<file path="config.mk">
export PLATFORM = sky130hd
export DESIGN_NAME = lsu_sb
export DESIGN_NICKNAME = d
export VERILOG_FILES = /design/src/rtl/lsu_sb.sv
export SDC_FILE = /design/constraint.sdc
export NUM_CORES = 1
export LEC_CHECK = 0
export CAP_MARGIN = 20
export CORE_UTILIZATION = 50
export CTS_CLUSTER_DIAMETER = 200
export CTS_CLUSTER_SIZE = 16
export DETAILED_ROUTE_END_ITERATION = 6
export GPL_ROUTABILITY_DRIVEN = 0
export PLACE_DENSITY_LB_ADDON = 0.05
export SKIP_LAST_GASP = 1
export SYNTH_ARGS = -nofsm -noshare
export SYNTH_HDL_FRONTEND = slang
export SYNTH_SLANG_ARGS = --single-unit
</file>
<file path="constraint.sdc">
create_clock -name i_CLK -period 6.4 [get_ports i_CLK]
set_input_delay 1.28 -clock i_CLK [delete_from_list [all_inputs] [get_ports i_CLK]]
set_output_delay 1.28 -clock i_CLK [all_outputs]
set_load 0.02 [all_outputs]
</file>
<file path="src/rtl/lsu_sb.sv">
// rtl/lsu_sb.sv - load/store unit with posted store buffer, chip-enable decode and misalignment drop
// Optional LSU_FWD_EN: word store-to-load forwarding out of the store buffer.
module lsu_sb #(
  parameter int AW       = 32,
  parameter int DW       = 32,
  parameter int SB_DEPTH = 4,
  parameter int CE_N     = 8,
  parameter int CE_MSB   = 31,
  parameter int CE_LSB   = 28
) (
  input  logic            i_CLK,
  input  logic            i_RST,
  input  logic            i_WE,
  input  logic            i_RE,
  input  logic [1:0]      i_HB,
  input  logic            i_ULOAD,
  input  logic [AW-1:0]   i_ADDR,
  input  logic [DW-1:0]   i_WDATA,
  output logic [DW-1:0]   o_RDATA,
  output logic            o_STALL,
  output logic            o_MISALIGNED,
  output logic            o_BUS_REQ,
  input  logic            i_BUS_GNT,
  output logic [AW-1:0]   o_BUS_ADDR,
  output logic [DW-1:0]   o_BUS_WDATA,
  output logic            o_BUS_WE,
  output logic            o_BUS_RE,
  output logic [1:0]      o_BUS_HB,
  output logic [CE_N-1:0] o_BUS_CE,
  input  logic [DW-1:0]   i_BUS_RDATA
);
  localparam int PW = $clog2(SB_DEPTH);
  localparam int CW = PW + 1;

  typedef enum logic [1:0] {IDLE, DRAIN, LOAD} state_t;
  state_t state, state_nx;

  logic [AW-1:0]   sb_addr [SB_DEPTH];
  logic [DW-1:0]   sb_data [SB_DEPTH];
  logic [1:0]      sb_hb   [SB_DEPTH];
  logic [PW-1:0]   rd_ptr, wr_ptr;
  logic [CW-1:0]   cnt, cnt_nx;
  logic            mis, full, enq, deq, head_mapped, ld_go, ld_mapped, fwd_hit;
  logic [DW-1:0]   fwd_data;
  logic [CE_N-1:0] head_ce, ld_ce;

  function automatic logic [CE_N-1:0] ce_decode(input logic [AW-1:0] a);
    logic [CE_MSB-CE_LSB:0] f;
    f = a[CE_MSB:CE_LSB];
    for (int i = 0; i < CE_N; i++) ce_decode[i] = (int'(f) == i);
  endfunction

  function automatic logic [DW-1:0] ext(input logic [DW-1:0] d, input logic [1:0] hb, input logic u);
    case (hb)
      2'b00:   ext = {{(DW-8){~u & d[7]}}, d[7:0]};
      2'b01:   ext = {{(DW-16){~u & d[15]}}, d[15:0]};
      default: ext = d;
    endcase
  endfunction

  assign mis          = ~i_RST & (i_WE | i_RE) &
                        ((i_HB == 2'b01 & i_ADDR[0]) | (i_HB[1] & (i_ADDR[1:0] != 2'b00)));
  assign o_MISALIGNED = mis;
  assign full         = (cnt == CW'(SB_DEPTH));
  assign enq          = i_WE & ~mis & ~full;
  assign head_ce      = ce_decode(sb_addr[rd_ptr]);
  assign head_mapped  = |head_ce;
  // Unmapped stores leave the buffer without touching the bus.
  assign deq          = (state == DRAIN) & (~head_mapped | i_BUS_GNT);
  assign ld_ce        = ce_decode(i_ADDR);
  assign ld_mapped    = |ld_ce;
  assign ld_go        = i_RE & ~mis & (cnt == '0);
  assign cnt_nx       = cnt + CW'(enq) - CW'(deq);

`ifdef LSU_FWD_EN
  logic [PW-1:0] fwd_idx;
  // Oldest to newest: the newest store overlapping the word decides; only an exact word store forwards.
  always_comb begin
    fwd_hit  = 1'b0;
    fwd_data = '0;
    fwd_idx  = '0;
    for (int k = 0; k < SB_DEPTH; k++) begin
      fwd_idx = rd_ptr + PW'(k);
      if (CW'(k) < cnt && sb_addr[fwd_idx][AW-1:2] == i_ADDR[AW-1:2]) begin
        fwd_hit  = sb_hb[fwd_idx][1];
        fwd_data = sb_data[fwd_idx];
      end
    end
    fwd_hit = fwd_hit & i_RE & ~mis & i_HB[1];
  end
`else
  assign fwd_hit  = 1'b0;
  assign fwd_data = '0;
`endif

  always_comb begin
    state_nx    = state;
    o_STALL     = 1'b0;
    o_RDATA     = '0;
    o_BUS_REQ   = 1'b0;
    o_BUS_WE    = 1'b0;
    o_BUS_RE    = 1'b0;
    o_BUS_ADDR  = '0;
    o_BUS_WDATA = '0;
    o_BUS_HB    = '0;
    o_BUS_CE    = '0;
    if (!i_RST) begin
      if (state == DRAIN) begin
        o_BUS_REQ   = head_mapped;
        o_BUS_WE    = head_mapped;
        o_BUS_ADDR  = sb_addr[rd_ptr];
        o_BUS_WDATA = sb_data[rd_ptr];
        o_BUS_HB    = sb_hb[rd_ptr];
        o_BUS_CE    = head_ce;
      end else if (ld_go && ld_mapped) begin
        o_BUS_REQ  = 1'b1;
        o_BUS_RE   = 1'b1;
        o_BUS_ADDR = i_ADDR;
        o_BUS_HB   = i_HB;
        o_BUS_CE   = ld_ce;
      end
      if (i_WE && !mis && full) o_STALL = 1'b1;
      if (fwd_hit) begin
        o_RDATA = fwd_data;
      end else if (i_RE && !mis && cnt != '0) begin
        o_STALL = 1'b1;
      end else if (ld_go && ld_mapped) begin
        if (i_BUS_GNT) o_RDATA = ext(i_BUS_RDATA, i_HB, i_ULOAD);
        else           o_STALL = 1'b1;
      end
      if (ld_go && ld_mapped && !i_BUS_GNT) state_nx = LOAD;
      else                                  state_nx = (cnt_nx != '0) ? DRAIN : IDLE;
    end
  end

  always_ff @(posedge i_CLK or posedge i_RST) begin
    if (i_RST) begin
      state  <= IDLE;
      cnt    <= '0;
      rd_ptr <= '0;
      wr_ptr <= '0;
    end else begin
      state <= state_nx;
      cnt   <= cnt_nx;
      if (enq) wr_ptr <= wr_ptr + PW'(1);
      if (deq) rd_ptr <= rd_ptr + PW'(1);
    end
  end

  always_ff @(posedge i_CLK) begin
    if (enq) begin
      sb_addr[wr_ptr] <= i_ADDR;
      sb_data[wr_ptr] <= i_WDATA;
      sb_hb[wr_ptr]   <= i_HB;
    end
  end
endmodule

</file>
==> Flow_metrics.wiki <==
{| class="wikitable"
! Metric !! Value
|-
| CTS H-Tree Depth || 1
|-
| Post-synth EDFFs || 264
|-
| Layout Nets || 909
|-
| Maximum fanout along the worst path || 33
|-
| Final Slew Violations || 0
|-
| I/O pins || 215
|-
| Number of hold violations in the final report || 0
|-
| Post-synth net total || 692
|-
| Sort of element at the end of the critical path || output pin
|-
| Flop-to-flop setup slack || 2.79 ns
|-
| Min Tclk post-route || 5.56 ns
|-
| Flip-flop cell with the highest count after synthesis || edfxtp_1
|-
| Proportion of register bits with asynchronous set or reset after synthesis || 3.30%
|-
| First-pass GRT wire length || 34,400 um
|-
| Final hold slack || 0.511 ns
|-
| Result of the run || finished, final reports clean
|-
| Arrival time reported for the critical path endpoint || 4.28 ns
|-
| Setup_tns || 0 ns
|-
| Register bit total from synthesis || 273
|-
| Clock edge transition at the registers on the reported setup and hold paths || 0.07 ns
|-
| Startpoint kind of the worst setup timing path || input pin
|-
| Data required time at the worst endpoint || 5.12 ns
|-
| First-pass detailed-route iteration total || 5
|-
| Hold Crit Class || flop to flop
|-
| IR Drop Worst-Case VDD || 0.258 mV
|-
| Number of global-route vias before repair || 6,278
|-
| Total number of yosys warnings || 0
|-
| Number of hold buffers added after CTS || 0
|-
| Footprint of the multi-input gates || 0.00275 mm^2
|-
| Buffer count from post-CTS setup fixing || 0
|-
| Clock sink total || 273
|-
| Storage cell area || 0.00816 mm^2
|-
| Number of instances resized during post-cts repair || 0
|-
| Worst Max-Slew Pin Slew || 0.964 ns
|-
| Post-detailed-routing wire length || 23,200 um
|-
| Total number of placement rows || 54
|-
| Core Box Area || 0.0218 mm^2
|-
| Cells after Synth || 581
|-
| Fin Clk Skew || 0.0105 ns
|-
| Via Count || 6,172
|-
| Max-cap check violation count || 0
|-
| Clock latency of the later-clocked register in the worst-skew pair || 0.49 ns
|-
| Area fraction of the dominant cell type after synthesis || 71.2%
|-
| Overall die width || 151 um
|-
| Finished layout cell area || 0.0142 mm^2
|-
| Final routed wire length divided by cell count || 21.2 um
|-
| Cell Count, Final, Fillers Out || 1,093
|-
| Total placed cells including tap cells || 1,055
|-
| Fill cells || 1,541
|-
| Die Y-Extent || 151 um
|-
| Total Die Area || 0.0229 mm^2
|-
| Biggest area consumer among synthesized cells || edfxtp_1
|-
| Pleak || 4.74 nW
|-
| Final setup violation count || 0
|-
| RSZ-0062 raised after global routing || false
|-
| Worst-case headroom to the max-slew limit || 35.8%
|-
| Area after DPL || 0.0136 mm^2
|-
| Overall power after layout || 5.50 mW
|-
| Share of post-route cells with drive strength above 1 || 14.5%
|-
| Post-DP HPWL || 14,800 um
|-
| Number of buffers created by CTS || 21
|-
| Count of different cell masters after synthesis || 43
|-
| Portion of the clock cycle consumed by the worst path in the final layout || 86.9%
|-
| DRT iter0 DRCs || 324
|-
| Mean instance size in the synthesized netlist || 19.2 um^2
|-
| Starting utilization of the core area || 51.0%
|-
| Area added between synthesis and finish || 27.7%
|-
| Cell types with the largest area share after synthesis || edfxtp_1, mux4_2, a22o_1
|-
| Global route overflow || 0
|-
| CTS tree || built
|-
| F_max || 180 MHz
|-
| Pin count of the biggest net entering global routing || 66
|-
| Number of buffers inserted by port buffering || 214
|-
| Cell Area, Synth || 0.0111 mm^2
|-
| Sequential element share of the synthesized area || 73.2%
|-
| Antenna Nets Post-Route || 0
|-
| Initial antenna violation count || 1
|-
| Number of DRC violations after detailed routing || 0
|-
| Total GRT Usage || 20.3%
|-
| Clock Tree Buf Depth || 3
|-
| Master cell of the clock root buffer || clkbuf_16
|-
| Via count normalized by instance count || 5.65
|-
| Crit path kind || input pin to output pin
|-
| Total power divided by cell area || 386 mW/mm^2
|}
## synthesized netlist by cell type (3+ instances only)
cell	instances
a21oi_1	27
a22o_1	32
and3_1	8
buf_2	10
buf_4	6
clkbuf_1	15
dfrtp_1	9
edfxtp_1	264
ha_1	6
inv_1	27
mux2i_1	3
mux4_2	66
nand2_1	12
nand2b_1	4
nor2_1	13
nor2b_1	33
o21ai_0	10
o22ai_1	4
o32ai_1	4
xnor2_1	4
## final cells by class
cell class | instances | share of cell area (%)
clock inverter | 1 | 0.114
tap | 280 | 2.46
inverter | 28 | 0.739
multi-input combinational | 247 | 19.3
timing repair buffer | 227 | 15.9
antenna | 1 | 0.0176
clock buffer | 36 | 4.09
sequential | 273 | 57.4
## cells in the final DEF, fill, tap and decap left out, drive strengths merged, types with 10 or more instances in the layout
master and count:
edfxtp 264, clkdlybuf4s50 214, mux4 66, clkbuf 36, nor2b 33, a22o 32, inv 29, a21oi 28
nor2 14, nand2 13, buf 13, o21ai 10
## flip-flops by register name, summed over array words and instances, names as in the netlist
| register | flops |
|---|---|
| sb_data | 128 |
| state | 2 |
| wr_ptr | 2 |
| sb_hb | 8 |
| rd_ptr | 2 |
| sb_addr | 128 |
| cnt | 3 |
## per-stage QoR
step / worst slack [ns] / utilization (%)
6_report: 0.836 / 65.2
5_1_grt: 0.577 / 65.2
2_1_floorplan: 1.28 / -
3_3_place_gp: 0.980 / 62.4
3_5_place_dp: 0.820 / 62.4
4_1_cts: 0.813 / 65.2
## layer usage
metal	global-route usage, %	up-vias	wire length (um)	part of all wire, %
li1	-	2772	-	-
met1	26.6	3112	9200	40
met2	35.8	257	11800	51
met3	3.13	31	1800	7.8
met4	4.75	0	353	1.5
met5	0	-	0	0
## worst max-delay path, stage by stage
cell and delay, ns:
clkdlybuf4s50_1 0.52, inv_1 0.39, o2111a_2 0.49, nand2_2 0.19, inv_2 0.54, a22o_1 0.26
clkdlybuf4s50_1 0.60
## cells by family (layout without fill, tap and decap cells)
group / Yosys count / count (layout) / share of synthesized area, %
AO/OA/AOI/OAI: 84 / 84 / 5.38
XOR/XNOR: 4 / 4 / 0.315
adder cells (fa/ha/maj): 7 / 7 / 0.854
buffers and inverters: 61 / 292 / 2.44
flip-flops: 273 / 273 / 73.2
multiplexers: 70 / 70 / 13.7
other: 0 / 1 / 0
AND/OR/NAND/NOR: 82 / 82 / 4.10
## where the power goes
part | leakage, nW | switching [mW] | internal [mW] | total [mW]
Sequential | 2.51 | 0.149 | 2.29 | 2.43
Clock | 0.284 | 0.553 | 0.623 | 1.18
Combinational | 1.94 | 0.921 | 0.965 | 1.89
## path summary, 6_finish.rpt
| check | from | endpoint | cells past startpoint |
|---|---|---|---|
| worst max-delay path | i_RST | o_BUS_ADDR[23] | 7 |
| worst min-delay path | state[1]$_DFFE_PP0N_ | state[1]$_DFFE_PP0N_ | 2 |
| worst max register to register | rd_ptr[0]$_DFFE_PP0P_ | state[0]$_DFFE_PP0N_ | 11 |
| worst min register to register | state[1]$_DFFE_PP0N_ | state[1]$_DFFE_PP0N_ | 2 |
| max in group asynchronous | i_RST | rd_ptr[1]$_DFFE_PP0P_ | 2 |
| min in group asynchronous | i_RST | wr_ptr[1]$_DFFE_PP0P_ | 2 |
Note: power is estimated with default switching activity, not from simulation.
